--- config.mk ---
export PLATFORM = sky130hd
export DESIGN_NAME = shift_reg_seq_flat
export DESIGN_NICKNAME = d
export VERILOG_FILES = /design/src/rtl/shift_reg_seq_if.sv /design/src/rtl/shift_reg_seq.sv /design/src/flat_wrapper.sv
export SDC_FILE = /design/constraint.sdc
export NUM_CORES = 1
export LEC_CHECK = 0
export ABC_CLOCK_PERIOD_IN_PS = 3300
export BUFFER_PORTS_ARGS = -buffer_cell sky130_fd_sc_hd__buf_2
export CORE_MARGIN = 1
export CORE_UTILIZATION = 44
export CTS_CLUSTER_DIAMETER = 200
export DETAILED_ROUTE_END_ITERATION = 7
export GPL_TIMING_DRIVEN = 0
export PLACE_DENSITY_LB_ADDON = 0.1
export SLEW_MARGIN = 40
export SYNTH_ARGS = -nofsm -noshare
export SYNTH_HDL_FRONTEND = slang
export SYNTH_SLANG_ARGS = --single-unit
--- constraint.sdc ---
create_clock -name clk -period 3.3 [get_ports clk]
set_clock_uncertainty 0.15 [all_clocks]
set_input_delay 0.33 -clock clk [delete_from_list [all_inputs] [get_ports clk]]
set_output_delay 0.33 -clock clk [all_outputs]
set_load 0.02 [all_outputs]
--- src/rtl/shift_reg_seq_if.sv ---
// shift_reg_seq_if -- request/response bundle for the sequential shift register.
//   start    : operation request, sampled only while the block is idle
//   op       : operation code, sampled with start
//   amount   : number of single-bit steps, sampled with start
//   data_in  : parallel load value
//   i_right  : serial fill bit entering the LSB on shift-left
//   i_left   : serial fill bit entering the MSB on shift-right
//   data_out : register contents
//   busy     : high whenever the block is not idle
//   done     : one-cycle completion pulse
// The master modport drives requests; the slave modport is the shift register.
interface shift_reg_seq_if #(
  parameter int N  = 8,
  parameter int AW = $clog2(N) + 1
);
  logic          start;
  logic [2:0]    op;
  logic [AW-1:0] amount;
  logic [N-1:0]  data_in;
  logic          i_right;
  logic          i_left;
  logic [N-1:0]  data_out;
  logic          busy;
  logic          done;

  modport master (
    output start, op, amount, data_in, i_right, i_left,
    input  data_out, busy, done
  );

  modport slave (
    input  start, op, amount, data_in, i_right, i_left,
    output data_out, busy, done
  );
endinterface

--- src/rtl/shift_reg_seq.sv ---
// shift_reg_seq -- N-bit register with load, shift, rotate and arithmetic
// shift operations executed one bit per clock under a three-state sequencer.
//   clk   : rising-edge clock
//   rst_n : asynchronous active-low reset (clears data and sequencer)
//   bus   : slave side of shift_reg_seq_if (request, serial fills, result)
// Op codes: 0 nop, 1 load, 2 shl, 3 shr (i_left fill), 4 rol, 5 ror,
// 6 asr, 7 reserved (nop).
module shift_reg_seq #(
  parameter int N  = 8,
  parameter int AW = $clog2(N) + 1
) (
  input  logic                 clk,
  input  logic                 rst_n,
  shift_reg_seq_if.slave       bus
);

  typedef enum logic [1:0] {
    IDLE = 2'd0,
    RUN  = 2'd1,
    DONE = 2'd2
  } state_t;

  state_t        state_q, state_d;
  logic [N-1:0]  data_q,  data_d;
  logic [AW-1:0] rem_q,   rem_d;
  logic [2:0]    op_q,    op_d;

  // One single-bit step of a shift/rotate op; serial fills come straight
  // from the ports so they are sampled on every step edge.
  function automatic logic [N-1:0] step(input logic [2:0]   o,
                                        input logic [N-1:0] v,
                                        input logic         ir,
                                        input logic         il);
    logic [N-1:0] r;
    r = v;
    case (o)
      3'd2:    r = {v[N-2:0], ir};
      3'd3:    r = {il, v[N-1:1]};
      3'd4:    r = {v[N-2:0], v[N-1]};
      3'd5:    r = {v[0], v[N-1:1]};
      3'd6:    r = {v[N-1], v[N-1:1]};
      default: r = v;
    endcase
    return r;
  endfunction

  always_ff @(posedge clk or negedge rst_n) begin
    if (!rst_n) begin
      state_q <= IDLE;
      data_q  <= '0;
      rem_q   <= '0;
      op_q    <= '0;
    end else begin
      state_q <= state_d;
      data_q  <= data_d;
      rem_q   <= rem_d;
      op_q    <= op_d;
    end
  end

  always_comb begin
    state_d = state_q;
    data_d  = data_q;
    rem_d   = rem_q;
    op_d    = op_q;
    case (state_q)
      IDLE: begin
        if (bus.start) begin
          case (bus.op)
            3'd1: begin
              data_d  = bus.data_in;
              state_d = DONE;
            end
            3'd2, 3'd3, 3'd4, 3'd5, 3'd6: begin
              if (bus.amount == '0) begin
                state_d = DONE;
              end else begin
                op_d    = bus.op;
                // Anything beyond N steps saturates at N.
                rem_d   = (bus.amount > AW'(N)) ? AW'(N) : bus.amount;
                state_d = RUN;
              end
            end
            default: state_d = DONE;
          endcase
        end
      end
      RUN: begin
        data_d = step(op_q, data_q, bus.i_right, bus.i_left);
        rem_d  = rem_q - AW'(1);
        if (rem_q == AW'(1)) begin
          state_d = DONE;
        end
      end
      DONE:    state_d = IDLE;
      default: state_d = IDLE;
    endcase
  end

  // Status is decoded purely from the state flops.
  assign bus.data_out = data_q;
  assign bus.busy     = (state_q != IDLE);
  assign bus.done     = (state_q == DONE);

endmodule

--- src/flat_wrapper.sv ---
// flat-port wrapper written by rule: the top's interface ports become plain ports
module shift_reg_seq_flat 
#(
  parameter int N  = 8,
  parameter int AW = $clog2(N) + 1
)
  (clk, rst_n, bus_start, bus_op, bus_amount, bus_data_in, bus_i_right, bus_i_left, bus_data_out, bus_busy, bus_done);
  shift_reg_seq_if #(.N(N), .AW(AW)) bus_i ();
  input  logic clk;
  input  logic rst_n;
  input wire logic [$bits(bus_i.start)-1:0] bus_start;
  input wire logic [$bits(bus_i.op)-1:0] bus_op;
  input wire logic [$bits(bus_i.amount)-1:0] bus_amount;
  input wire logic [$bits(bus_i.data_in)-1:0] bus_data_in;
  input wire logic [$bits(bus_i.i_right)-1:0] bus_i_right;
  input wire logic [$bits(bus_i.i_left)-1:0] bus_i_left;
  output wire logic [$bits(bus_i.data_out)-1:0] bus_data_out;
  output wire logic [$bits(bus_i.busy)-1:0] bus_busy;
  output wire logic [$bits(bus_i.done)-1:0] bus_done;
  assign bus_i.start = bus_start;
  assign bus_i.op = bus_op;
  assign bus_i.amount = bus_amount;
  assign bus_i.data_in = bus_data_in;
  assign bus_i.i_right = bus_i_right;
  assign bus_i.i_left = bus_i_left;
  assign bus_data_out = bus_i.data_out;
  assign bus_busy = bus_i.busy;
  assign bus_done = bus_i.done;
  shift_reg_seq #(.N(N), .AW(AW)) u_core (.clk(clk), .rst_n(rst_n), .bus(bus_i));
endmodule
* Word level (Yosys, flattened, before mapping)
Index checks and enable logic that the tools add are counted.
Cells by class: add/subtract/negate cells 1, multipliers 0, divide/modulo/power cells 0, $lt $le $gt $ge 1, eq/ne operators 22, shifts and indexed selects 0, mux-type cells 14, bitwise gates (word level) 1, reductions and logical operators 10
Operators with widths (number):
- $pmux 8 s5 | 1
- $eq 3x3->1 const B | 6
- $mux 4 | 4
- $mux 8 | 2
- $pmux 8 s2 | 1
- $eq 3x2->1 const B | 4
- $reduce_and 4->1 | 3
- $ne 2x2->1 const B | 5
- $mux 2 | 4
- $pmux 4 s2 | 1
- $ne 6x6->1 const B | 1
- $ne 5x5->1 const B | 1
- $reduce_and 5->1 | 1
- $reduce_or 5->1 | 1
- $eq 4x1->1 const B | 1
- $gt 4x4->1 const B | 1
- $logic_not 4->1 | 1
- $pmux 2 s2 | 1
- $reduce_bool 2->1 | 2
- $sub 4x1->4 const B | 1
- $eq 3x1->1 const B | 1
- $eq 2x1->1 const B | 1
- $eq 2x2->1 const B | 1
- $logic_not 2->1 | 1
- other kinds (3) | 3
Storage, ports and cells: register bits after elaboration 17, latch bits 0, memory bits (writable) 0, bits in read-only memories 0, bits of input ports 20, output and inout port bits 10, word-level logic and storage cells 54, memories kept 0

* Logic depth before layout (Yosys ltp)
Gate-level depths: netlist (run 1).
word-level depth 6, mapped depth 6, mapped depth without buffers 5

* Worst setup path after synthesis (run 1)
No wires, ideal clock.
path kind in2reg, start in bus_amount[1], end reg u_core.rem_q[3], setup time 120 ps, data arrival time 1643 ps, slack 1387 ps, stages 5, path buffers 1, cells stage by stage or4_4 and4_4 buf_6 or3_1 and3_1
Between the ends: word-level cells in the longest chain between the ends 6, elaborated cells between the ends (all ways) 9
RTL lines:
- start, declared | RTL line flat_wrapper.sv:13 | input wire logic [$bits(bus_i.amount)-1:0] bus_amount;
- $gt 4x4->1 | RTL line shift_reg_seq.sv:80 | rem_d = (bus.amount > AW'(N)) ? AW'(N) : bus.amount;
- $mux 4 | RTL line shift_reg_seq.sv:80
- $mux 4 | RTL line shift_reg_seq.sv:75 | if (bus.amount == '0) begin
- $mux 4 | RTL line shift_reg_seq.sv:69 | case (bus.op)
- $mux 4 | RTL line shift_reg_seq.sv:68 | if (bus.start) begin
- $pmux 4 s2 | RTL line shift_reg_seq.sv:66 | case (state_q)
- end signal, assigned | RTL line shift_reg_seq.sv:56 | rem_q <= rem_d;
- end, declared | RTL line shift_reg_seq.sv:25 | logic [AW-1:0] rem_q, rem_d;
Parallel ways exist; a longest one is shown, timed or not. The select of a mux whose other input is x is not followed. A chain may end at the register's enable or synchronous reset.

* Worst setup path in the final report (run 1)
start reg u_core.state_q[1], end reg u_core.data_q[5], in the netlist u_core.bus.data_out[5]
Between the ends: word-level cells in the longest chain between the ends 3, elaborated cells between the ends (all ways) 8
RTL lines:
- start, declared | RTL line shift_reg_seq.sv:23 | state_t state_q, state_d;
- start signal, assigned | RTL line shift_reg_seq.sv:54 | state_q <= state_d;
- $eq 2x1->1 / $logic_not 2->1 (equally long branches) | RTL line shift_reg_seq.sv:66
- $ne 6x6->1 (no source line), or another cell as far along
- $reduce_and 4->1 (no source line)
- end signal, assigned | RTL line shift_reg_seq.sv:55 | data_q <= data_d;
- end, declared | RTL line shift_reg_seq.sv:24 | logic [N-1:0] data_q, data_d;
Parallel ways exist; a longest one is shown, timed or not.

==> qor.yml, run 1 <==
wire_per_inst_um: 15.9
chipWidth_um: 56.0
synthFlopType: "dfrtp_1"
cts.sinks: 17
vias: 1296
path_max_fanout: 10
cts_tree: "built"
maxCapViolCount: 0
synth.distinct_cells: 45
dieArea_um2: 3140
cellPowerDensity_nw_per_um2: 1030
worst_slack_ps: 1210
tightest_slew_ps: 719
setup_viol: 0
pre_cts_ws_ps: 1220
nNetsFinal: 210
firstDrtPassIters: 5
maxSlewHeadroom_pct: 51.8
yosys_warnings: 0
start_util_pct: 46.6
final_common_cell: "buf_2"
period_share_pct: 63.4
drv_slew: 0
postCtsSetupBuffers: 0
status: "complete, no violations"
vdd_drop_max_uv: 629
max_freq_ghz: 0.478
drc: 0
clk_pin_slew_worst_paths_ps: 110
grtUsageTotal_pct: 22.7
layout-drive-gt1-share_pct: 24.1
hold_viol: 0
drt-initial-drc-count: 52
cts_resized: 0
cp-start-kind: "flip-flop"
antenna_cells: 0
hp-class: "primary input to flip-flop"
synth_fp_nets: 175
async_flop_share_pct: 100
syn_area_per_cell_um2: 8.39
h-tree-depth: 1
end_kind: "flip-flop"
synth_enable_flop_cells: 0
grt_pass1_vias: 1187
via_per_inst: 5.94
area_growth_syn_to_layout_pct: 17.5
port-buffer-count: 29
num_io_pins: 30
most-common-layout-cells: "buf_2 (30), dfrtp_1 (17), nand2_1 (14)"
ctsRootBufferMaster: "clkbuf_4"
finalSetupTns_ps: 0
die_h_um: 56.0
worstSetupPathType: "flip-flop to flip-flop"
grt_max_degree: 18
rows: 19
yosysSeqAreaShare_pct: 33.1
rsz0062_at_grt: "false"
cts_buffers: 3
arrival_ps: 2120
cts_max_path_buffers: 2
synth_area_um2: 1280
gp_congestion: 0.845
grt_pass1_wl_um: 5560
postRouteAntennaNets: 0
routed_wl_um: 3460
syn-instance-count: 153
ys_ff_latch: 17
hpwlAfterDp_um: 2530
antenna_found_initial: 0
leakagePower_uw: 0.000644
fin_util_pct: 54.7
insertion_delay_ps: 290
period_needed_ps: 2090
crit_required_ps: 3330
coreArea_um2: 2760
overflow: 0
==> layout make-up <==
| type | instances | area, um2 |
|---|---|---|
| tap | 31 | 38.8 |
| sequential | 17 | 425 |
| inverter | 9 | 33.8 |
| timing repair buffer | 30 | 155 |
| fill | 268 | 1250 |
| buffer | 10 | 53.8 |
| multi-input combinational | 117 | 776 |
| clock buffer | 4 | 26.3 |
==> logic make-up after synthesis <==
group,Yosys count,synth area share (%)
buffers and inverters,19,6.82
muxes,8,6.53
and+or+nand+nor,69,30.6
AOI/OAI and AO/OA,36,19.5
xor gates and xnor gates,1,0.682
DFF,17,33.1
adders and majority gates,3,2.73
==> synthesized netlist by cell type (3+ instances only) <==
master	n	area share, %
or2_2	4	1.9
nor3b_1	4	2.3
dfrtp_1	17	33
o2111ai_1	3	2.0
o21ai_0	4	1.6
nor3_1	10	3.9
a21oi_1	3	1.2
clkbuf_1	7	2.0
nor2b_1	8	3.9
o221ai_1	5	3.4
a31oi_1	10	4.9
mux2i_1	5	3.9
nor2_1	7	2.0
nand2b_1	3	1.5
nand2_1	14	4.1
inv_1	9	2.6
nand3_1	3	1.2
==> state kept, by name (all words and copies together), names as in the netlist <==
register,count
u_core.bus.data_out,8
u_core.state_q,2
u_core.op_q,3
u_core.rem_q,4
==> path summary, 6_finish.rpt <==
check / startpoint / endpoint / slack, ps / depth (start not counted)
worst max-delay path: u_core.state_q[1]$_DFFE_PN0P_ / u_core.bus.data_out[5]$_DFFE_PN0P_ / 1210 / 5
worst min-delay path: bus_op[1] / u_core.op_q[1]$_DFFE_PN0P_ / 130 / 3
worst max register to register: u_core.state_q[1]$_DFFE_PN0P_ / u_core.bus.data_out[5]$_DFFE_PN0P_ / 1210 / 5
worst min register to register: u_core.state_q[1]$_DFFE_PN0P_ / u_core.state_q[1]$_DFFE_PN0P_ / 410 / 1
max in group asynchronous: rst_n / u_core.bus.data_out[4]$_DFFE_PN0P_ / 2370 / 2
min in group asynchronous: rst_n / u_core.state_q[1]$_DFFE_PN0P_ / 340 / 2
==> timing repair <==
action / 4_1_cts / 5_1_grt
endpoints found under the setup margin: 0 / 0
hold endpoints to repair: 17 / 0
hold buffers: 1 / 0
==> layer usage <==
metal | wire (um) | global-route usage [%] | share of wire (%)
met5 | 0 | 0 | 0
met4 | 38 | 10.1 | 1.1
met3 | 177 | 2.56 | 5.1
met2 | 1630 | 35.7 | 47
met1 | 1620 | 31.4 | 47
==> power by group <==
| group | switching (uW) | total (uW) | internal (uW) |
|---|---|---|---|
| clock | 72.2 | 119 | 47.0 |
| combinational | 564 | 979 | 415 |
| sequential | 138 | 451 | 313 |
| total | 775 | 1550 | 774 |
==> worst max-delay path, cell delays in order (launching register included) <==
cell,delay [ps]
dfrtp_1,460
or2_1,290
nor3_2,620
or2_1,190
buf_2,170
a31oi_1,100
==> stage by stage <==
step	total power [uW]	cells	area (um2)	hold slack [ps]
detailed placement	1410	213	1470	140
global placement	1380	213	1470	138
CTS	1540	218	1510	126
floorplan	1150	153	1280	-116
finish	1550	218	1510	128
global route	1660	218	1510	122
Power figures use the tool's default switching activity.
==> inputs of run 2 (changes only) <==
Settings changed: ABC_CLOCK_PERIOD_IN_PS 3300 to 1900.
Clock period 3.3 ns to 1.9 ns, I/O delays scaled along.
==> run 2 against run 1 <==
Compared with the run above:
- worst hold slack worse by 130 ps
- clock power is 75% higher
- critical path type unchanged
- setup slack worse by 1100 ps
- count of clock-buffer cells in the layout stayed put
- highest routed layer unchanged
- final area is 8.7% higher
- register-to-register slack worse by 1100 ps
- via count is 4.2% higher
- first-iteration DRC count is 5.8% higher
- critical endpoint is now u_core.bus.data_out[3]$_DFFE_PN0P_
- cell count is 5.0% higher
==> qor.yml, run 2 (synthesis results as in run 1) <==
p_switching_uw: 1370  # +77%
dieArea_um2: 3140  # unchanged
drc: 0  # unchanged
fin_util_pct: 59.5  # +4.8 points
hp-class: "primary input to flip-flop"
routed_wl_um: 3620  # +4.6%
largest_register_ff_count: 8  # unchanged
worst_slack_ps: 76.5  # -1130 ps
internal-power_uw: 1380  # +79%
port-buffer-count: 29  # unchanged
cp-start-kind: "flip-flop"
setup_viol: 0  # unchanged
cellPowerDensity_nw_per_um2: 1680  # +64%
drt-initial-drc-count: 55  # +5.8%
h-tree-depth: 1  # unchanged
path_max_fanout: 8  # -2
pre_cts_ws_ps: -126  # -1340 ps
fin_hold_ws_ps: 0.594  # -127 ps
crit_path_top_delay_cell: "dfrtp_1"
arrival_ps: 1850  # -270 ps
drv_slew: 0  # unchanged
end_kind: "flip-flop"
coreArea_um2: 2760  # unchanged
tightest_slew_ps: 412  # -307 ps
ctsRootBufferMaster: "clkbuf_4"
hpwlAfterDp_um: 2530  # unchanged
period_share_pct: 96.0  # +33 points
chipWidth_um: 56.0  # unchanged
num_io_pins: 30  # unchanged
clk_pin_slew_worst_paths_ps: 110  # about the same
max_freq_ghz: 0.548  # +15%
antenna_cells: 0  # unchanged
wire_per_inst_um: 15.8  # -0.46%
seq_power_share_pct: 29.5  # +0.4 points
vias: 1350  # +4.2%
path_cells: "maj3_1 -> or2_2 -> o2111ai_1 -> a31oi_1"
comb_power_share_pct: 62.9  # -0.3 points
leakagePower_uw: 0.000721  # +12%
status: "complete, no violations"
layout-drive-gt1-share_pct: 26.8  # +2.7 points
die_h_um: 56.0  # unchanged
cts.sinks: 17  # unchanged
overflow: 0  # unchanged
final_common_cell: "buf_2"
hold_viol: 0  # unchanged
rows: 19  # unchanged
placed_cells: 213  # unchanged
maxSlewHeadroom_pct: 72.6  # +21 points
antenna_found_initial: 0  # unchanged
insertion_delay_ps: 290  # about the same
grt_max_degree: 18  # unchanged
most-common-layout-cells: "buf_2 (30), dfrtp_1 (17), nand2_1 (14)"
area_growth_syn_to_layout_pct: 27.8
fin_cells: 229  # +5.0%
via_per_inst: 5.90  # -0.84%
maxCapViolCount: 0  # unchanged
grt_pass1_vias: 1208  # +1.8%
postRouteAntennaNets: 0  # unchanged
cts_max_path_buffers: 2  # unchanged
power.total_uw: 2750  # +78%
sw_frac_of_total_pct: 49.8  # -0.21 points
start_util_pct: 46.6  # unchanged
cpPeakStageDelay_ps: 500  # -120 ps
clock_power_share_pct: 7.6  # about the same
grtUsageTotal_pct: 23.1  # +0.37 points
firstDrtPassIters: 4  # -1
grt_pass1_wl_um: 5660  # +1.7%
rsz0062_at_grt: "false"
cts_tree: "built"
vdd_drop_max_uv: 1100  # +75%
worstSetupPathType: "flip-flop to flip-flop"
cts_buffers: 3  # unchanged
crit_required_ps: 1930  # -1400 ps
gp_congestion: 0.845  # unchanged
period_needed_ps: 1820  # -270 ps
nNetsFinal: 221  # +5.2%
[run 2: repair_timing]
item                                   4_1_cts  5_1_grt
gates resized for setup                      3       10
hold buffers                                 9        2
endpoints found under the hold margin       25        2
pin swaps                                    0        2
setup endpoints to repair                    8        8
buffers inserted                             0        2
[run 2: cell type report]
cell class                      count  area [um2]
Fill cell                         260        1120
Tap cell                           31        38.8
Multi-Input combinational cell    117         788
Sequential cell                    17         425
Buffer                              9        57.6
Clock buffer                        4        26.3
Inverter                            9        33.8
Timing Repair Buffer               42         270
[run 2: final timing paths]
path	cells after the start	slack [ps]	to	from
max	4	80	u_core.bus.data_out[3]$_DFFE_PN0P_	u_core.op_q[2]$_DFFE_PN0P_
min	3	0.6	u_core.bus.data_out[3]$_DFFE_PN0P_	bus_data_in[3]
max reg2reg	4	80	u_core.bus.data_out[3]$_DFFE_PN0P_	u_core.op_q[2]$_DFFE_PN0P_
min reg2reg	1	410	u_core.rem_q[2]$_DFFE_PN0P_	u_core.rem_q[2]$_DFFE_PN0P_
max in group asynchronous	2	1120	u_core.bus.data_out[4]$_DFFE_PN0P_	rst_n
min in group asynchronous	2	200	u_core.state_q[1]$_DFFE_PN0P_	rst_n
[run 2: worst max-delay path, delay by kind of cell (launching register included)]
kind	cells	cell delay (ps)
AOI/OAI and AO/OA	2	230
adders and majority gates	1	500
DFF	1	500
and+or+nand+nor	1	330
[run 2: per-stage QoR]
stage	instance area [um2]	TNS, ps
finish	1640	0
floorplan	1280	0
global route	1640	0
global placement	1470	-2440
CTS	1600	0
detailed placement	1470	-875
[run 2: power groups by stage]
stage / clock (uW) / sequential (uW) / combinational [uW]
after global placement: 0 / 767 / 1640
after CTS: 208 / 778 / 1730
after detailed placement: 0 / 784 / 1670
after floorplan: 0 / 824 / 1180
final: 208 / 813 / 1730
after global routing: 224 / 838 / 1880
[run 2: per-layer routing]
layer | vias up | global-route usage (%) | share of wire [%]
met5 | - | 0 | 0
met4 | 0 | 10.5 | 0.64
met1 | 655 | 32.0 | 47
met2 | 33 | 36.2 | 49
li1 | 660 | - | -
met3 | 2 | 2.56 | 3.9
